## config.mk

```make
export PLATFORM = sky130hd
export DESIGN_NAME = ps2_host_tx
export DESIGN_NICKNAME = d
export VERILOG_FILES = /design/src/rtl/ps2_host_tx.sv
export SDC_FILE = /design/constraint.sdc
export NUM_CORES = 1
export LEC_CHECK = 0
export CORE_ASPECT_RATIO = 1.25
export CORE_MARGIN = 10
export CORE_UTILIZATION = 50
export DETAILED_ROUTE_END_ITERATION = 10
export HOLD_SLACK_MARGIN = 0.06
export PLACE_DENSITY = 0.67
export SETUP_SLACK_MARGIN = 0.5
export SYNTH_ARGS = -nofsm -noshare
export SYNTH_HDL_FRONTEND = slang
export SYNTH_SLANG_ARGS = --single-unit
```

## constraint.sdc

```tcl
create_clock -name clk -period 2.45 [get_ports clk]
set_input_delay 0.49 -clock clk [delete_from_list [all_inputs] [get_ports clk]]
set_output_delay 0.49 -clock clk [all_outputs]
set_load 0.1 [all_outputs]
```

## src/rtl/ps2_host_tx.sv

```systemverilog
// Host-to-device PS/2 transmitter: inhibit, request-to-send, bit shifting on
// device clock falling edges, acknowledge check and timeout, open-drain enables.
module ps2_host_tx #(
  parameter int INHIBIT_CYCLES = 6000,
  parameter int REQ_CYCLES     = 16,
  parameter int TIMEOUT_CYCLES = 1_000_000
) (
  input  logic       clk,
  input  logic       resetn,
  input  logic [7:0] tx_data,
  input  logic       tx_valid,
  output logic       tx_ready,
  output logic       tx_done,
  output logic       tx_error,
  output logic       busy,
  input  logic       ps2_clk_in,
  input  logic       ps2_dat_in,
  output logic       ps2_clk_oe,
  output logic       ps2_dat_oe
);

  typedef enum logic [2:0] {IDLE, INHIBIT, REQ, SHIFT, ACK, WAIT_IDLE} state_t;

  state_t      state, state_n;
  logic        clk_s1, clk_s2, clk_d, dat_s1, dat_s2;
  logic        fe;
  logic [8:0]  frame, frame_n;
  logic [3:0]  bit_cnt, bit_cnt_n;
  logic [31:0] cnt, cnt_n;
  logic        clk_oe_n, dat_oe_n, done_n, err_n;

  // Synchronizers reset high so releasing reset never looks like a falling edge.
  always_ff @(posedge clk or negedge resetn) begin
    if (!resetn) begin
      clk_s1 <= 1'b1;
      clk_s2 <= 1'b1;
      clk_d  <= 1'b1;
      dat_s1 <= 1'b1;
      dat_s2 <= 1'b1;
    end else begin
      clk_s1 <= ps2_clk_in;
      clk_s2 <= clk_s1;
      clk_d  <= clk_s2;
      dat_s1 <= ps2_dat_in;
      dat_s2 <= dat_s1;
    end
  end

  assign fe = clk_d & ~clk_s2;

  always_ff @(posedge clk or negedge resetn) begin
    if (!resetn) begin
      state      <= IDLE;
      frame      <= '0;
      bit_cnt    <= '0;
      cnt        <= '0;
      ps2_clk_oe <= 1'b0;
      ps2_dat_oe <= 1'b0;
      tx_done    <= 1'b0;
      tx_error   <= 1'b0;
    end else begin
      state      <= state_n;
      frame      <= frame_n;
      bit_cnt    <= bit_cnt_n;
      cnt        <= cnt_n;
      ps2_clk_oe <= clk_oe_n;
      ps2_dat_oe <= dat_oe_n;
      tx_done    <= done_n;
      tx_error   <= err_n;
    end
  end

  always_comb begin
    state_n   = state;
    frame_n   = frame;
    bit_cnt_n = bit_cnt;
    cnt_n     = cnt;
    clk_oe_n  = ps2_clk_oe;
    dat_oe_n  = ps2_dat_oe;
    done_n    = 1'b0;
    err_n     = 1'b0;
    case (state)
      IDLE: begin
        clk_oe_n = 1'b0;
        dat_oe_n = 1'b0;
        if (tx_valid && tx_ready) begin
          frame_n   = {~^tx_data, tx_data};
          bit_cnt_n = '0;
          cnt_n     = '0;
          clk_oe_n  = 1'b1;
          state_n   = INHIBIT;
        end
      end
      INHIBIT: begin
        cnt_n = cnt + 32'd1;
        if (cnt == 32'(INHIBIT_CYCLES - 1)) begin
          cnt_n    = '0;
          dat_oe_n = 1'b1;
          state_n  = REQ;
        end
      end
      REQ: begin
        cnt_n = cnt + 32'd1;
        if (cnt == 32'(REQ_CYCLES - 1)) begin
          cnt_n    = '0;
          clk_oe_n = 1'b0;
          state_n  = SHIFT;
        end
      end
      SHIFT, ACK, WAIT_IDLE: begin
        cnt_n = cnt + 32'd1;
        if (state == SHIFT && fe) begin
          bit_cnt_n = bit_cnt + 4'd1;
          if (bit_cnt < 4'd9) begin
            dat_oe_n = ~frame[0];
            frame_n  = frame >> 1;
          end else begin
            dat_oe_n = 1'b0;
            state_n  = ACK;
          end
        end else if (state == ACK && fe) begin
          if (!dat_s2) begin
            state_n = WAIT_IDLE;
          end else begin
            err_n   = 1'b1;
            state_n = IDLE;
          end
        end else if (state == WAIT_IDLE && clk_s2 && dat_s2) begin
          done_n  = 1'b1;
          state_n = IDLE;
        end
        // Timeout takes priority over any protocol outcome in the same cycle.
        if (cnt == 32'(TIMEOUT_CYCLES - 1)) begin
          clk_oe_n = 1'b0;
          dat_oe_n = 1'b0;
          done_n   = 1'b0;
          err_n    = 1'b1;
          state_n  = IDLE;
        end
      end
      default: state_n = IDLE;
    endcase
  end

  // Not ready during a done/error pulse, so a waiting request lands one cycle later.
  assign tx_ready = (state == IDLE) && !tx_done && !tx_error;
  assign busy     = ~tx_ready;

endmodule
```

# After elaboration in Yosys (flattened, before gate mapping)
# Index checks and enable logic that the tools add are counted.
[totals]
elab_cells = 99
reg_bits = 57
output_inout_bits = 6
in_bits = 13
[classes]
n_mux = 40
n_lt_le_gt_ge = 1
n_eq_ne = 17
addsub = 2
bitwise = 4
n_reduce_logical = 22
[ops]
columns = ["op", "count"]
rows = [
  ["32-bit case mux with 4 select lines", 1],
  ["32-bit 2-to-1 mux", 3],
  ["32-bit by 1-bit adder with 32-bit output, second input constant", 1],
  ["32-bit by 13-bit equality test with 1-bit output, second input constant", 1],
  ["32-bit by 20-bit equality test with 1-bit output, second input constant", 1],
  ["32-bit by 4-bit equality test with 1-bit output, second input constant", 1],
  ["3-bit 2-to-1 mux", 9],
  ["9-bit 2-to-1 mux", 3],
  ["9-bit case mux with 2 select lines", 1],
  ["1-bit 2-to-1 mux", 17],
  ["2-bit inequality test, second input constant", 6],
  ["3-bit case mux with 4 select lines", 1],
  ["3-bit AND reduction", 3],
  ["4-bit 2-to-1 mux", 2],
  ["4-bit case mux with 2 select lines", 1],
  ["8-bit XNOR reduction", 1],
  ["1-bit logical AND", 7],
  ["3-bit by 2-bit equality test with 1-bit output, second input constant", 2],
  ["3-bit equality test, second input constant", 2],
  ["1-bit case mux with 3 select lines", 2],
  ["3-bit nonzero test", 2],
  ["5-bit inequality test, second input constant", 1],
  ["5-bit AND reduction", 1],
  ["4-bit by 1-bit adder with 4-bit output, second input constant", 1],
  ["13 further kinds", 16],
]

# Logic depth before layout (Yosys ltp)
[logic_depth]
ltp_word = 8
depth_mapped = 9
ltp_nobuf = 7

# Worst setup path before layout
# OpenSTA, ideal clock, no wires.
[synth_timing]
path_type = "flip-flop to output port"
startpoint = "register tx_done"
endpoint = "output busy"
arrival_ns = 2.632
path_buffers = 0
t_required_ns = 1.960
setup_slack_ns = -0.672
stages_incl_launch_ff = 4
cell_sequence = "dfrtp_1 -> nor4_2 -> and2_1 -> inv_1"
[synth_via]
elab_chain_cells = 4
[synth_lines]
columns = ["item", "line_no", "rtl"]
rows = [
  ["from (decl)", "13", "output logic tx_done,"],
  ["from (signal assigned)", "68", "tx_done <= done_n;"],
  ["1-bit zero test", "146", "assign tx_ready = (state == IDLE) && !tx_done && !tx_error;"],
  ["1-bit logical AND (2 in a row)", "146", ""],
  ["named net tx_ready", "12", "output logic tx_ready,"],
  ["1-bit NOT", "147", "assign busy = ~tx_ready;"],
  ["to (decl)", "15", "output logic busy,"],
]
# The timed path passes the listed nets, and every way through them passes these cells.

# Worst setup path after layout
[layout_timing]
startpoint = "register cnt[26]"
endpoint = "register cnt[3]"
[layout_via]
elab_chain_cells = 3
elab_cells_between_ends = 5
classes_between = "eq/ne: 2; mux: 3"
[layout_lines]
columns = ["item", "line_no", "rtl"]
rows = [
  ["from (decl)", "29", "logic [31:0] cnt, cnt_n;"],
  ["from (signal assigned)", "65", "cnt <= cnt_n;"],
  ["32-bit by 4-bit equality test with 1-bit output / 32-bit by 13-bit equality test with 1-bit output (equally long branches)", "104, 96", ""],
  ["32-bit 2-to-1 mux (on tied branches)", "104, 96", ""],
  ["32-bit case mux with 4 select lines *", "82", "case (state)"],
]
# Mark *: on every way between the ends. The rest lies on a longest branch, timed or not.
# A chain may end at the register's enable or synchronous reset.

==> run_results.csv <==
group,metric,value,unit
outcome,status,"finished, final reports clean",
global_routing,grt_pass1_wl,16500,um
sta,fin_crit,2110,ps
power_and_ir_drop,p_leak,1.81,nW
worst_setup_path,rrSetupSlack,340,ps
sta,slew_headroom,0.633,
global_routing,antenna_found_initial,0,
placement,hpwl,6070,um
yosys,netlist_area,3550,um^2
final_layout,drive_gt1_frac,0.313,
placement,place_ws,160,ps
yosys,synth_area_per_cell,8.40,um^2
floorplan,dieArea,10900,um^2
clocking,clock-root-buffer,"clkbuf_8",
sta,finalCritPeriodShare,0.860,
sta,slew_violations,0,
placement,placed_cells,529,
placement,portBuffers,18,
worst_setup_path,timing.critical_path.buf_inv,1,
floorplan,die-height,114,um
global_routing,grt_max_degree,30,
routing,drt-pass1-iter-count,4,
clocking,clk_latency,350,ps
global_routing,grt_pass1_vias,3399,
clocking,cts_buffers,9,
sta,finalSetupViolCount,0,
sta,tns,0,ps
worst_setup_path,arrival,2330,ps
floorplan,start_util,0.513,
final_layout,post-route-util,0.671,
worst_setup_path,slowest_stage,"dfrtp_1",
sta,tightest_slew,551,ps
yosys,synth-edff-count,0,
sta,timing.final.ws_setup,343,ps
final_layout,diodes,0,
worst_setup_path,r2r-end,"cnt[3]",
placement,gp_congestion,0.917,
routing,viasPerCell,5.91,
floorplan,core_region_area,6930,um^2
min_path,holdCritPathClass,"primary input to async pin",
global_routing,grt.overflow.total,0,
floorplan,die_w,95.4,um
final_layout,layout.cells.non_filler,573,
sta,fmax,475,MHz
routing,antenna_left,0,
worst_setup_path,r2r_start,"cnt[26]",
sta,hold_slack,115,ps
routing,drt_iter0_drc,236,
final_layout,area_delta_synth_final,30.8,%
power_and_ir_drop,ir_worst_vdd,0.275,mV
floorplan,row_count,34,
routing,num_vias,3385,
worst_setup_path,required,2670,ps
clocking,ctsHtreeMaxLevel,3,
yosys,synth_ff_type,"dfrtp_1",
clocking,clk_pin_slew_worst_paths,70,ps
worst_setup_path,r2r_cells,7,
yosys,yosysSeqAreaShare,0.403,
sta,finalHoldViolCount,0,
worst_setup_path,crit_family,"simple AND/OR/NAND/NOR gates",
clocking,cts_tree,"done",
global_routing,grt_usage,0.190,
yosys,synthesis.nets,439,
worst_setup_path,crit_type,"flip-flop to flip-flop",
run,maxCapViolations,0,
yosys,synth.distinct_cells,55,
worst_setup_path,startpoint_type,"flip-flop",
worst_setup_path,crit_chain,"nor4_4, nand3_4, o41ai_4, a21oi_4, nor2_4, buf_6, o211ai_1",
worst_setup_path,critPathMaxFanout,6,
clocking,clk_path_buf_depth,2,
sta,skew,13.1,ps
worst_setup_path,cp-end-kind,"flip-flop",
power_and_ir_drop,p_per_area,406,nW/um^2
sta,grt_setup_unrepaired,"true",
routing,drc_errors,0,
routing,wl_per_cell,17.2,um
worst_setup_path,crit_path_max_incr_delay,470,ps
clocking,clock-sinks,57,
floorplan,io_pins,19,
yosys,synthArstFlopShare,1.00,
final_layout,fin_nets,494,
yosys,postSynthCellCount,423,
yosys,yosysWarnings,0,
yosys,synth-seq-cells,57,
routing,drt_wl_total,9870,um
-- repair_timing --
item,4_1_cts,5_1_grt
setup endpoints to repair,48,48
buffers inserted,19,5
hold buffers,0,0
pin swaps,22,25
gates cloned,3,1
resized for setup,42,35
-- power by group --
part	internal (mW)	leakage [nW]	switching [mW]
Clock	0.464	0.0920	0.401
Combinational	0.0354	1.09	0.0369
Sequential	0.948	0.625	0.00297
Total	1.45	1.81	0.441
-- cell usage in the layout, fill, tap and decap left out, drive strengths merged, types with 5 or more instances in the layout --
cell type	n
o211ai	8
clkbuf	10
dfstp	5
o22ai	19
xnor2	9
clkdlybuf4s50	11
nor2	38
a31oi	9
nor2b	5
buf	54
and3	10
nand3	24
xor2	5
dfrtp	52
nor3	13
nand4	12
nor4	14
o21ai	22
nand2	92
a21oi	8
and2	11
inv	6
-- layout make-up --
type | count | area, um^2
fill | 541 | 2280
multi-input combinational | 335 | 2220
sequential | 57 | 1460
timing repair buffer | 66 | 633
clock buffer | 10 | 128
tap | 90 | 113
clock inverter | 6 | 60.1
inverter | 9 | 41.3
-- worst register-to-register path: stages (launching register included) --
cell and delay (ps):
dfrtp_1 470, nor4_4 330, nand3_4 190, o41ai_4 440
a21oi_4 130, nor2_4 160, buf_6 150, o211ai_1 100
-- registers in the layout (all words and copies together) (netlist names) --
register	flops
dat_s1	1
dat_s2	1
state	3
clk_s1	1
clk_d	1
cnt	32
tx_error	1
clk_s2	1
frame	9
tx_done	1
bit_cnt	4
ps2_dat_oe	1
ps2_clk_oe	1
-- how the worst max path moves through the flow --
stage,start,to,slack (ps),cells past startpoint
after floorplan,tx_error,busy,180,3
after global placement,cnt[0],cnt[3],260,7
after detailed placement,cnt[0],cnt[6],160,7
after CTS,state[1],busy,360,4
after global routing,cnt[26],cnt[3],240,7
final,cnt[26],cnt[3],340,7
-- Yosys cell counts (2+ instances only) --
library cell   n  area [um^2]
nand2_1       92          345
ha_1           3         37.5
o211ai_1       4         30.0
inv_1          7         26.3
xnor2_1        9         78.8
nand4_1       12         75.1
dfstp_2        5          131
nor3_1        13         65.1
o21a_1         4         30.0
nor2_1        37          139
buf_6          4         45.0
a21oi_1        7         35.0
a31oi_1        9         56.3
nor4_1         7         43.8
clkinv_1       2         7.51
o22ai_1       19          119
nor4_4         3         63.8
nor4_2         4         50.1
o31a_1         4         35.0
o221ai_1       2         17.5
xor2_1         5         43.8
buf_2          6         30.0
buf_1          2         7.51
a211o_1        3         26.3
and2_1        11         68.8
dfrtp_1       52         1300
o211ai_2       4         50.1
buf_4          2         15.0
and3_1        10         62.6
and4_1         3         26.3
nor2b_1        5         31.3
clkbuf_1       7         26.3
nand3_1       23          115
o21ai_1       12         60.1
o21ai_0       10         50.1
or4_1          2         15.0
-- cell families (layout without fill, tap and decap cells) --
logic type / after synthesis / after routing / share of synthesized area
muxes: 1 / 1 / 0.00282
and+or+nand+nor: 226 / 226 / 0.321
xor gates and xnor gates: 14 / 14 / 0.0345
buffers and inverters: 31 / 91 / 0.0458
AOI/OAI and AO/OA: 91 / 91 / 0.182
DFF: 57 / 57 / 0.403
adders and majority gates: 3 / 3 / 0.0106
-- metal layers --
| metal | track usage | vias up | part of all wire |
|---|---|---|---|
| met1 | 0.225 | 1635 | 0.40 |
| li1 | - | 1631 | - |
| met4 | 0.101 | 0 | 0.032 |
| met3 | 0.0335 | 27 | 0.047 |
| met5 | 0 | - | 0 |
| met2 | 0.317 | 92 | 0.52 |
-- stage by stage --
step | total power, mW | instance area [um^2]
2_1_floorplan | 0.992 | 3580
3_3_place_gp | 1.04 | 3930
3_5_place_dp | 1.04 | 3930
4_1_cts | 1.90 | 4450
5_1_grt | 1.96 | 4650
6_report | 1.89 | 4650
No activity file was read; power rests on OpenSTA's default activity.
